<file path="src/rtl/ship_sprite_engine.sv">
// Player ship sprite: two-stage per-pixel colour pipeline plus a small FSM that
// moves the ship once per frame, only while the raster is in vertical blanking.

module ship_sprite_engine #(
  parameter int unsigned H_ACTIVE   = 640,
  parameter int unsigned V_ACTIVE   = 480,
  parameter int unsigned SHIP_W     = 16,
  parameter int unsigned SHIP_H     = 16,
  parameter int unsigned START_X    = 312,
  parameter int unsigned START_Y    = 232,
  parameter int unsigned MAX_SPEED  = 4,
  parameter logic [23:0] SHIP_COLOR = 24'hFFFFFF,
  parameter logic [23:0] BG_COLOR   = 24'h000000
) (
  input  logic        clk,
  input  logic        rst,
  input  logic [9:0]  x_pixel,
  input  logic [9:0]  y_pixel,
  input  logic        active_pixels,
  input  logic        move_left,
  input  logic        move_right,
  input  logic        move_up,
  input  logic        move_down,
  input  logic        pause,
  output logic [23:0] rgb_out,
  output logic [9:0]  ship_x,
  output logic [9:0]  ship_y,
  output logic        frame_tick
);

  localparam logic [9:0]  START_X10 = 10'(START_X);
  localparam logic [9:0]  START_Y10 = 10'(START_Y);
  localparam logic [9:0]  Y_LAST    = 10'(V_ACTIVE - 1);
  localparam logic [9:0]  Y_BLANK   = 10'(V_ACTIVE);
  localparam logic [10:0] X_MAX     = 11'(H_ACTIVE - SHIP_W);
  localparam logic [10:0] Y_MAX     = 11'(V_ACTIVE - SHIP_H);
  localparam logic [10:0] W11       = 11'(SHIP_W);
  localparam logic [10:0] H11       = 11'(SHIP_H);
  localparam logic [3:0]  SPD_CAP   = 4'(MAX_SPEED);

  typedef enum logic [1:0] {
    IDLE,
    SAMPLE,
    UPD_X,
    UPD_Y
  } state_t;

  typedef struct packed {
    logic [9:0] pos;
    logic [3:0] spd;
    logic       dir;
  } axis_t;

  typedef struct packed {
    logic left;
    logic right;
    logic up;
    logic down;
    logic hold;
  } cmd_t;

  localparam axis_t AX_RST = '{pos: START_X10, spd: 4'd0, dir: 1'b0};
  localparam axis_t AY_RST = '{pos: START_Y10, spd: 4'd0, dir: 1'b0};

  // One axis of motion; dir=1 means the positive direction. A reversal drops
  // the carried speed to zero before accelerating.
  function automatic axis_t step_axis(input axis_t cur, input logic req_neg,
                                      input logic req_pos, input logic hold,
                                      input logic [10:0] bound);
    axis_t             nxt;
    logic [3:0]        base;
    logic signed [10:0] sum;
    nxt  = cur;
    base = '0;
    sum  = '0;
    if (!hold) begin
      if (req_neg ^ req_pos) begin
        base    = (cur.dir == req_pos) ? cur.spd : 4'd0;
        nxt.spd = (base >= SPD_CAP) ? SPD_CAP : base + 4'd1;
        nxt.dir = req_pos;
        if (req_pos) begin
          sum = $signed({1'b0, cur.pos}) + $signed({7'd0, nxt.spd});
        end else begin
          sum = $signed({1'b0, cur.pos}) - $signed({7'd0, nxt.spd});
        end
        if (sum[10]) begin
          nxt.pos = '0;
        end else if (sum > $signed(bound)) begin
          nxt.pos = bound[9:0];
        end else begin
          nxt.pos = sum[9:0];
        end
      end else begin
        nxt.spd = '0;
      end
    end
    return nxt;
  endfunction

  logic [9:0]  y_prev_q;
  logic        frame_tick_q, frame_tick_d;
  state_t      state_q, state_d;
  cmd_t        cmd_q, cmd_d;
  axis_t       ax_q, ax_d;
  axis_t       ay_q, ay_d;
  logic [9:0]  s1_x_q, s1_y_q;
  logic        s1_act_q;
  logic [23:0] rgb_q, rgb_d;
  logic [10:0] dx, dy;
  logic        hit;

  // Edge on the row counter: fires once when the raster leaves the last visible row.
  assign frame_tick_d = (y_prev_q == Y_LAST) && (y_pixel == Y_BLANK);

  always_ff @(posedge clk or negedge rst) begin
    if (!rst) begin
      y_prev_q     <= '0;
      frame_tick_q <= 1'b0;
    end else begin
      y_prev_q     <= y_pixel;
      frame_tick_q <= frame_tick_d;
    end
  end

  always_comb begin
    state_d = state_q;
    cmd_d   = cmd_q;
    ax_d    = ax_q;
    ay_d    = ay_q;
    case (state_q)
      IDLE: begin
        if (frame_tick_q) begin
          state_d = SAMPLE;
        end
      end
      SAMPLE: begin
        cmd_d   = '{left: move_left, right: move_right, up: move_up,
                    down: move_down, hold: pause};
        state_d = UPD_X;
      end
      UPD_X: begin
        ax_d    = step_axis(ax_q, cmd_q.left, cmd_q.right, cmd_q.hold, X_MAX);
        state_d = UPD_Y;
      end
      UPD_Y: begin
        ay_d    = step_axis(ay_q, cmd_q.up, cmd_q.down, cmd_q.hold, Y_MAX);
        state_d = IDLE;
      end
      default: begin
        state_d = IDLE;
      end
    endcase
  end

  always_ff @(posedge clk or negedge rst) begin
    if (!rst) begin
      state_q <= IDLE;
      cmd_q   <= '0;
      ax_q    <= AX_RST;
      ay_q    <= AY_RST;
    end else begin
      state_q <= state_d;
      cmd_q   <= cmd_d;
      ax_q    <= ax_d;
      ay_q    <= ay_d;
    end
  end

  // Pixels left of / above the ship wrap to large values, so a plain compare suffices.
  assign dx  = {1'b0, s1_x_q} - {1'b0, ax_q.pos};
  assign dy  = {1'b0, s1_y_q} - {1'b0, ay_q.pos};
  assign hit = (dx < W11) && (dy < H11);

  always_comb begin
    rgb_d = 24'h000000;
    if (s1_act_q) begin
      rgb_d = hit ? SHIP_COLOR : BG_COLOR;
    end
  end

  always_ff @(posedge clk or negedge rst) begin
    if (!rst) begin
      s1_x_q   <= '0;
      s1_y_q   <= '0;
      s1_act_q <= 1'b0;
      rgb_q    <= '0;
    end else begin
      s1_x_q   <= x_pixel;
      s1_y_q   <= y_pixel;
      s1_act_q <= active_pixels;
      rgb_q    <= rgb_d;
    end
  end

  assign rgb_out    = rgb_q;
  assign ship_x     = ax_q.pos;
  assign ship_y     = ay_q.pos;
  assign frame_tick = frame_tick_q;

endmodule

</file>
<file path="config.mk">
export PLATFORM = sky130hd
export DESIGN_NAME = ship_sprite_engine
export DESIGN_NICKNAME = d
export VERILOG_FILES = /design/src/rtl/ship_sprite_engine.sv
export SDC_FILE = /design/constraint.sdc
export NUM_CORES = 1
export LEC_CHECK = 0
export ABC_AREA = 1
export BUFFER_PORTS_ARGS = -buffer_cell sky130_fd_sc_hd__buf_4
export CORE_MARGIN = 1
export CORE_UTILIZATION = 45
export DETAILED_ROUTE_END_ITERATION = 8
export GPL_ROUTABILITY_DRIVEN = 0
export MAX_ROUTING_LAYER = met4
export PLACE_DENSITY = 0.75
export SETUP_SLACK_MARGIN = 0.15
export SLEW_MARGIN = 20
export SYNTH_ARGS = -nofsm -noshare
export SYNTH_HDL_FRONTEND = slang
export SYNTH_SLANG_ARGS = --single-unit
</file>
<file path="constraint.sdc">
create_clock -name clk -period 7.9 [get_ports clk]
set_input_delay 1.185 -clock clk [delete_from_list [all_inputs] [get_ports clk]]
set_output_delay 1.185 -clock clk [all_outputs]
set_load 0.01 [all_outputs]
</file>
# ---- Word level (Yosys, flattened, before mapping)
# Cells that the tools add are included.
dict set report word_totals {
  reg_bits 83
  output_inout_bits 45
  word_cells 71
}
dict set report op_classes {
  add_sub_neg 8
  order_cmp 6
  eq_ne 8
  n_mux 22
  bitwise_logic 3
  n_reduce_logical 7
}
# operator n
set op_table {}
lappend op_table {{$mux W11} 8}
lappend op_table {{$mux W24} 2}
lappend op_table {{$mux W10} 4}
lappend op_table {{$mux W4} 6}
lappend op_table {{$add A10 B4 Y11} 2}
lappend op_table {{$lt A11 B5 Y1 const B} 2}
lappend op_table {{$sub A10 B10 Y11} 2}
lappend op_table {{$sub A10 B4 Y11} 2}
lappend op_table {{$eq A10 B9 Y1 const B} 2}
lappend op_table {{$gt A11 B10 Y1 const B} 1}
lappend op_table {{$gt A11 B11 Y1 const B} 1}
lappend op_table {{$add A4 B1 Y4 const B} 2}
lappend op_table {{$ge A4 B3 Y1 const B} 2}
lappend op_table {{$pmux W2 S4} 1}
lappend op_table {{$reduce_and A3 Y1} 2}
lappend op_table {{$eq A2 B2 Y1 const B} 2}
lappend op_table {{$reduce_and A2 Y1} 2}
lappend op_table {{$eq A1 B1 Y1} 2}
lappend op_table {{$eq A2 B1 Y1 const B} 1}
lappend op_table {{$logic_and A1 B1 Y1} 2}
lappend op_table {{$logic_not A2 Y1} 1}
lappend op_table {{$mux W2} 1}
lappend op_table {{$ne A2 B2 Y1 const B} 1}
lappend op_table {{$xor A1 B1 Y1} 2}
lappend op_table {{$not A1 Y1} 1}

# ---- Depth between registers and ports, before layout
dict set report logic_depth {
  depth_word 12
  ltp_mapped 26
  mapped_depth_nobuf 26
}

# ---- Worst setup path before layout
# OpenSTA, ideal clock, no wires.
dict set report synth_path {
  path_type {reg2reg}
  start {register cmd_q[3] (netlist name)}
  end {register ax_q (netlist bit ship_x[6])}
  t_arrival_ns 3.034
  setup_slack_ns 4.750
  path_stages_with_launch 26
  n_path_buf 0
  cell_sequence {dfrtp_1 -> inv_2 -> nand2_2 -> nand2_2 -> inv_2 -> o21ai_2 -> nand2_1 -> inv_1 -> o211ai_1 -> ha_1 -> or2_2 -> xor2_1 -> inv_1 -> ha_1 -> a21oi_1 -> nand2_1 -> nand2_1 -> nand3b_1 -> nand2_1 -> inv_1 -> nand2_1 -> nand3_1 -> nand2_4 -> nand2_1 -> nand2_1 -> nand2_1}
}
dict set report synth_via {
  elab_chain_len 12
}
# element line
set synth_rtl {}
lappend synth_rtl {{start: declaration} 103} ;# cmd_t cmd_q, cmd_d;
lappend synth_rtl {{start signal: assignment} 163} ;# cmd_q <= cmd_d;
lappend synth_rtl {{$eq A1 B1 Y1} 78} ;# base = (cur.dir == req_pos) ? cur.spd : 4'd0;
lappend synth_rtl {{$mux W4} 78}
lappend synth_rtl {{$add A4 B1 Y4 / $ge A4 B3 Y1 (equally long branches)} 79} ;# nxt.spd = (base >= SPD_CAP) ? SPD_CAP : base + 4'd1;
lappend synth_rtl {{$mux W4} 79}
lappend synth_rtl {{$sub A10 B4 Y11 / $add A10 B4 Y11 (equally long branches)} {84, 82}}
lappend synth_rtl {{$mux W11} 81} ;# if (req_pos) begin
lappend synth_rtl {{$mux W11} 77} ;# if (req_neg ^ req_pos) begin
lappend synth_rtl {{$mux W11} 76} ;# if (!hold) begin
lappend synth_rtl {{$mux W11} 130} ;# case (state_q)
lappend synth_rtl {{$gt A11 B11 Y1} 88} ;# end else if (sum > $signed(bound)) begin
lappend synth_rtl {{$mux W10} 88}
lappend synth_rtl {{$mux W10} 86} ;# if (sum[10]) begin
lappend synth_rtl {{end signal: assignment} 159} ;# ax_q <= AX_RST;
lappend synth_rtl {{end signal: assignment} 164} ;# ax_q <= ax_d;
lappend synth_rtl {{end: declaration} 104} ;# axis_t ax_q, ax_d;
# Several ways; a longest one is shown, not always the timed one. The select of a mux whose other input is x is not followed.
# A chain may end at the register's enable or synchronous reset.

# ---- Worst setup path in the final report
# Ends and elaborated chain as after synthesis.

==> summary.txt <==
STA
  – Fin crit period: 3.50 ns
  – Setup TNS: 0 ns
  – Final setup vio count: 0
  – RSZ-0062 raised after global routing: false
  – Slew @ Worst Pin: 0.748 ns
  – Max Clock Skew: between 0.01 and 0.015 ns
  – Hold Vio Cnt, Final: 0
  – Crit share post-route: 0.443
  – Fmax: 286 MHz
  – Final WS setup: 4.40 ns
  – Final Max Tran Viols: 0
  – Slew Limit Headroom: 0.500

Placement
  – Placed Cells: 888
  – Placed Instance Area: 5400 um2
  – HPWL after DPL: about 8500 um
  – Port Buf Inserts: 72
  – Placement Setup Slack: ~4.4 ns

Floorplan
  – Core area: 10,800 um2
  – Die X: about 110 um
  – I/O pin cnt: 73
  – Die area: approximately 12,000 um2
  – Num rows: 38
  – Die height: about 110 um
  – Initial Util: 0.463

CTS
  – CTS buffer count: 9
  – CTS clock-pin slew for the worst setup and hold paths: 0.08 ns
  – CTS max path bufs: 2
  – Clock Sinks: 60
  – Hold-fix buffers, CTS: 0
  – Clock latency on the worst-skew pair: between 0.3 and 0.4 ns
  – Setup bufs post-CTS: 0
  – Root buf cell: clkbuf_8
  – CTS resizes: 0
  – H-tree Lvls: 3
  – TritonCTS clock tree: yes

Worst setup path
  – CP Capture Type: register
  – Crit path max-delay family: simple AND/OR/NAND/NOR gates
  – Worst R2R Start: cmd_q[3]
  – Crit-path max cell delay: 0.44 ns
  – Worst R2R Path Depth: 25
  – WP buf/inv: 5
  – Crit Reg-Reg Endpoint: ship_x[6]
  – Critical path startpoint category: register
  – CP required: around 8.1 ns
  – R2R Setup Slk: 4.40 ns
  – Critical path class: register to register
  – Max FO, Critical Path: 9
  – Slowest CP cell: dfrtp_1
  – CP most frequent cell: nand2_1
  – Worst EP arrival: approximately 3.7 ns

Global route
  – Wire length of the first global-routing pass: 18,600 um
  – Overflow after GRT: 0
  – Initial antenna violation count: 0
  – GRT Util Overall: 0.210
  – Largest net degree at the start of global routing: between 60 and 70
  – Vias in the first global route: 4,214

Pwr
  – PwrDens: between 400 and 500 nW/um2
  – Psw: 1.24 mW
  – Sw Share: 0.523
  – Clk pwr share: 0.110
  – Comb pwr share: 0.683
  – Max VDD drop: 238 uV
  – Lkg Pwr: 3.20 nW
  – Power share of the sequential group: 0.208
  – P_int: approximately 1.1 mW

Final layout
  – Layout Cells excl Fill: around 900
  – Final Core Density: 0.516
  – Final net count: 838
  – Synthesis-to-finish area growth: 11.3%
  – Antenna cell count: 0
  – Fraction of layout cells with a size suffix above 1: 0.158
  – Design area: 5590 um2
  – Layout fillers: 1,083

Logic synthesis
  – Yosys top cell by area: dfrtp_1
  – Synthesis-stage register bit count: 60
  – Avg Cell Area, Syn: 6.97 um2
  – Yosys warning total: 0
  – Leading post-synthesis cells by cell area: dfrtp_1, nand2_1, ha_1, inv_1, buf_4
  – Post-synth EDFFs: 0
  – Syn Inst Count: 720
  – Seq/Total Area, Yosys: 0.301
  – Post-synth ARST share: 1.00
  – Synth top area share: 0.259
  – Post-Syn Area: 5020 um2
  – Prevailing post-synth register cell: dfrtp_1
  – Count of different cell masters after synthesis: 41

Detailed routing
  – First DRT Iteration DRCs: 135
  – DR WL/cell: ~12 um
  – Post-route ant nets: 0
  – DRT Wirelength: about 11,000 um
  – Drt drc: 0
  – Via Count: about 4,300
  – Vias/cell: about 4.8
  – TritonRoute pass-1 iters: 5

Hold path
  – Worst Hold End: ship_y[7]
  – HP Start: ship_y[7]
  – Hold Path Depth: 2
  – HP Class: register to register

Status
  – Status: completed

Flow run
  – Max-cap check violation count: 0
area by class of cell:
| type | instances | area (um2) | share of cell area |
|---|---|---|---|
| clock inverters | 6 | 48.8 | 0.00873 |
| well taps | 140 | 175 | 0.0313 |
| repair buffers | 72 | 541 | 0.0967 |
| flip-flops and latches | 60 | 1510 | 0.270 |
| clock buffers | 10 | 138 | 0.0246 |
| inverters | 127 | 479 | 0.0857 |
| multi-input cells | 489 | 2700 | 0.482 |
sequential cells by signal, summed over array words and instances, names as in the netlist:
register / cells
ay_q: 5
s1_act_q: 1
ax_q: 5
frame_tick: 1
s1_y_q: 10
rgb_out: 1
s1_x_q: 10
ship_x: 10
state_q: 2
ship_y: 10
cmd_q: 5
cell families after synthesis:
family / synth area share
and+or+nand+nor: 0.306
buffers and inverters: 0.163
AOI/OAI and AO/OA: 0.0790
DFF: 0.301
adders and majority gates: 0.130
xor gates and xnor gates: 0.0172
other: 0.00150
muxes: 0.00224
worst max-delay path by stage:
stage / from / to / slack, ns / depth (start not counted)
after floorplan: cmd_q[3] / ship_x[6] / 4.75 / 25
after global placement: cmd_q[3] / ship_x[6] / 4.52 / 25
after detailed placement: cmd_q[3] / ship_x[6] / 4.44 / 23
after CTS: cmd_q[3] / ship_x[6] / 4.41 / 25
after global routing: cmd_q[3] / ship_x[6] / 3.99 / 25
final: cmd_q[3] / ship_x[6] / 4.40 / 25
power by group through the flow:
stage	Clock, mW	Sequential [mW]	Combinational, mW
6_report	0.260	0.492	1.62
5_1_grt	0.282	0.504	1.89
4_1_cts	0.268	0.493	1.62
3_5_place_dp	0	0.499	1.61
3_3_place_gp	0	0.496	1.59
2_1_floorplan	0	0.460	1.34
layer usage:
metal  share of wire  GRT usage
met3           0.035     0.0315
met4           0.017     0.0793
met2            0.48      0.352
met5               0          -
met1            0.47      0.255
worst reg2reg max path: stages (launching register included):
cell	delay [ns]
dfrtp_1	0.44
inv_2	0.16
nand2_2	0.06
nand2_2	0.07
inv_2	0.05
o21ai_2	0.08
nand2_1	0.11
inv_1	0.08
o211ai_1	0.12
ha_1	0.25
or2_2	0.31
xor2_1	0.15
inv_1	0.06
ha_1	0.36
a21oi_1	0.23
nand2_1	0.14
nand2_1	0.10
nand3b_1	0.07
nand2_1	0.09
inv_1	0.04
nand2_1	0.05
nand3_1	0.10
nand2_4	0.12
nand2_1	0.06
nand2_1	0.05
nand2_1	0.05
Yosys cell counts (3+ instances only):
| cell type | count |
|---|---|
| o21ai_0 | 30 |
| buf_4 | 43 |
| ha_1 | 49 |
| o22ai_1 | 3 |
| nand2_2 | 8 |
| xor2_1 | 8 |
| nand4_1 | 13 |
| nor3_1 | 5 |
| inv_1 | 124 |
| nand3b_1 | 3 |
| a21oi_1 | 20 |
| nand3_1 | 47 |
| dfstp_2 | 8 |
| nand2_1 | 225 |
| dfrtp_1 | 52 |
| o21bai_1 | 4 |
| nor2_1 | 42 |
per-stage QoR:
step,hold WS (ns),total power [mW]
final,0.507,2.37
after global routing,0.531,2.68
after CTS,0.507,2.38
after detailed placement,0.495,2.11
after global placement,0.487,2.09
after floorplan,0.463,1.80
cell usage in the layout, fill, tap and decap left out, types with 2 or more instances in the layout:
| master | Yosys | final |
|---|---|---|
| nand2_1 | 225 | 225 |
| nor2_1 | 42 | 42 |
| o21bai_1 | 4 | 4 |
| nor2_4 | 2 | 2 |
| dfstp_2 | 8 | 8 |
| nand2_2 | 8 | 8 |
| a21oi_1 | 20 | 20 |
| conb_1 | 2 | 4 |
| inv_2 | 2 | 2 |
| a31oi_1 | 2 | 2 |
| clkinv_4 | 0 | 2 |
| nand3_1 | 47 | 47 |
| o21a_1 | 2 | 2 |
| xor2_1 | 8 | 8 |
| nand3_2 | 2 | 2 |
| nand3b_1 | 3 | 3 |
| o21ai_0 | 30 | 30 |
| nor4_1 | 2 | 2 |
| clkbuf_8 | 0 | 10 |
| inv_1 | 124 | 124 |
| fa_1 | 2 | 2 |
| nor3_1 | 5 | 5 |
| nand2_4 | 2 | 2 |
| o21ai_1 | 2 | 2 |
| ha_1 | 49 | 49 |
| buf_4 | 43 | 72 |
| nand4_1 | 13 | 13 |
| clkinvlp_4 | 0 | 3 |
| o22ai_1 | 3 | 3 |
| or2_2 | 2 | 2 |
| dfrtp_1 | 52 | 52 |
(Power assumes the default switching activity.)
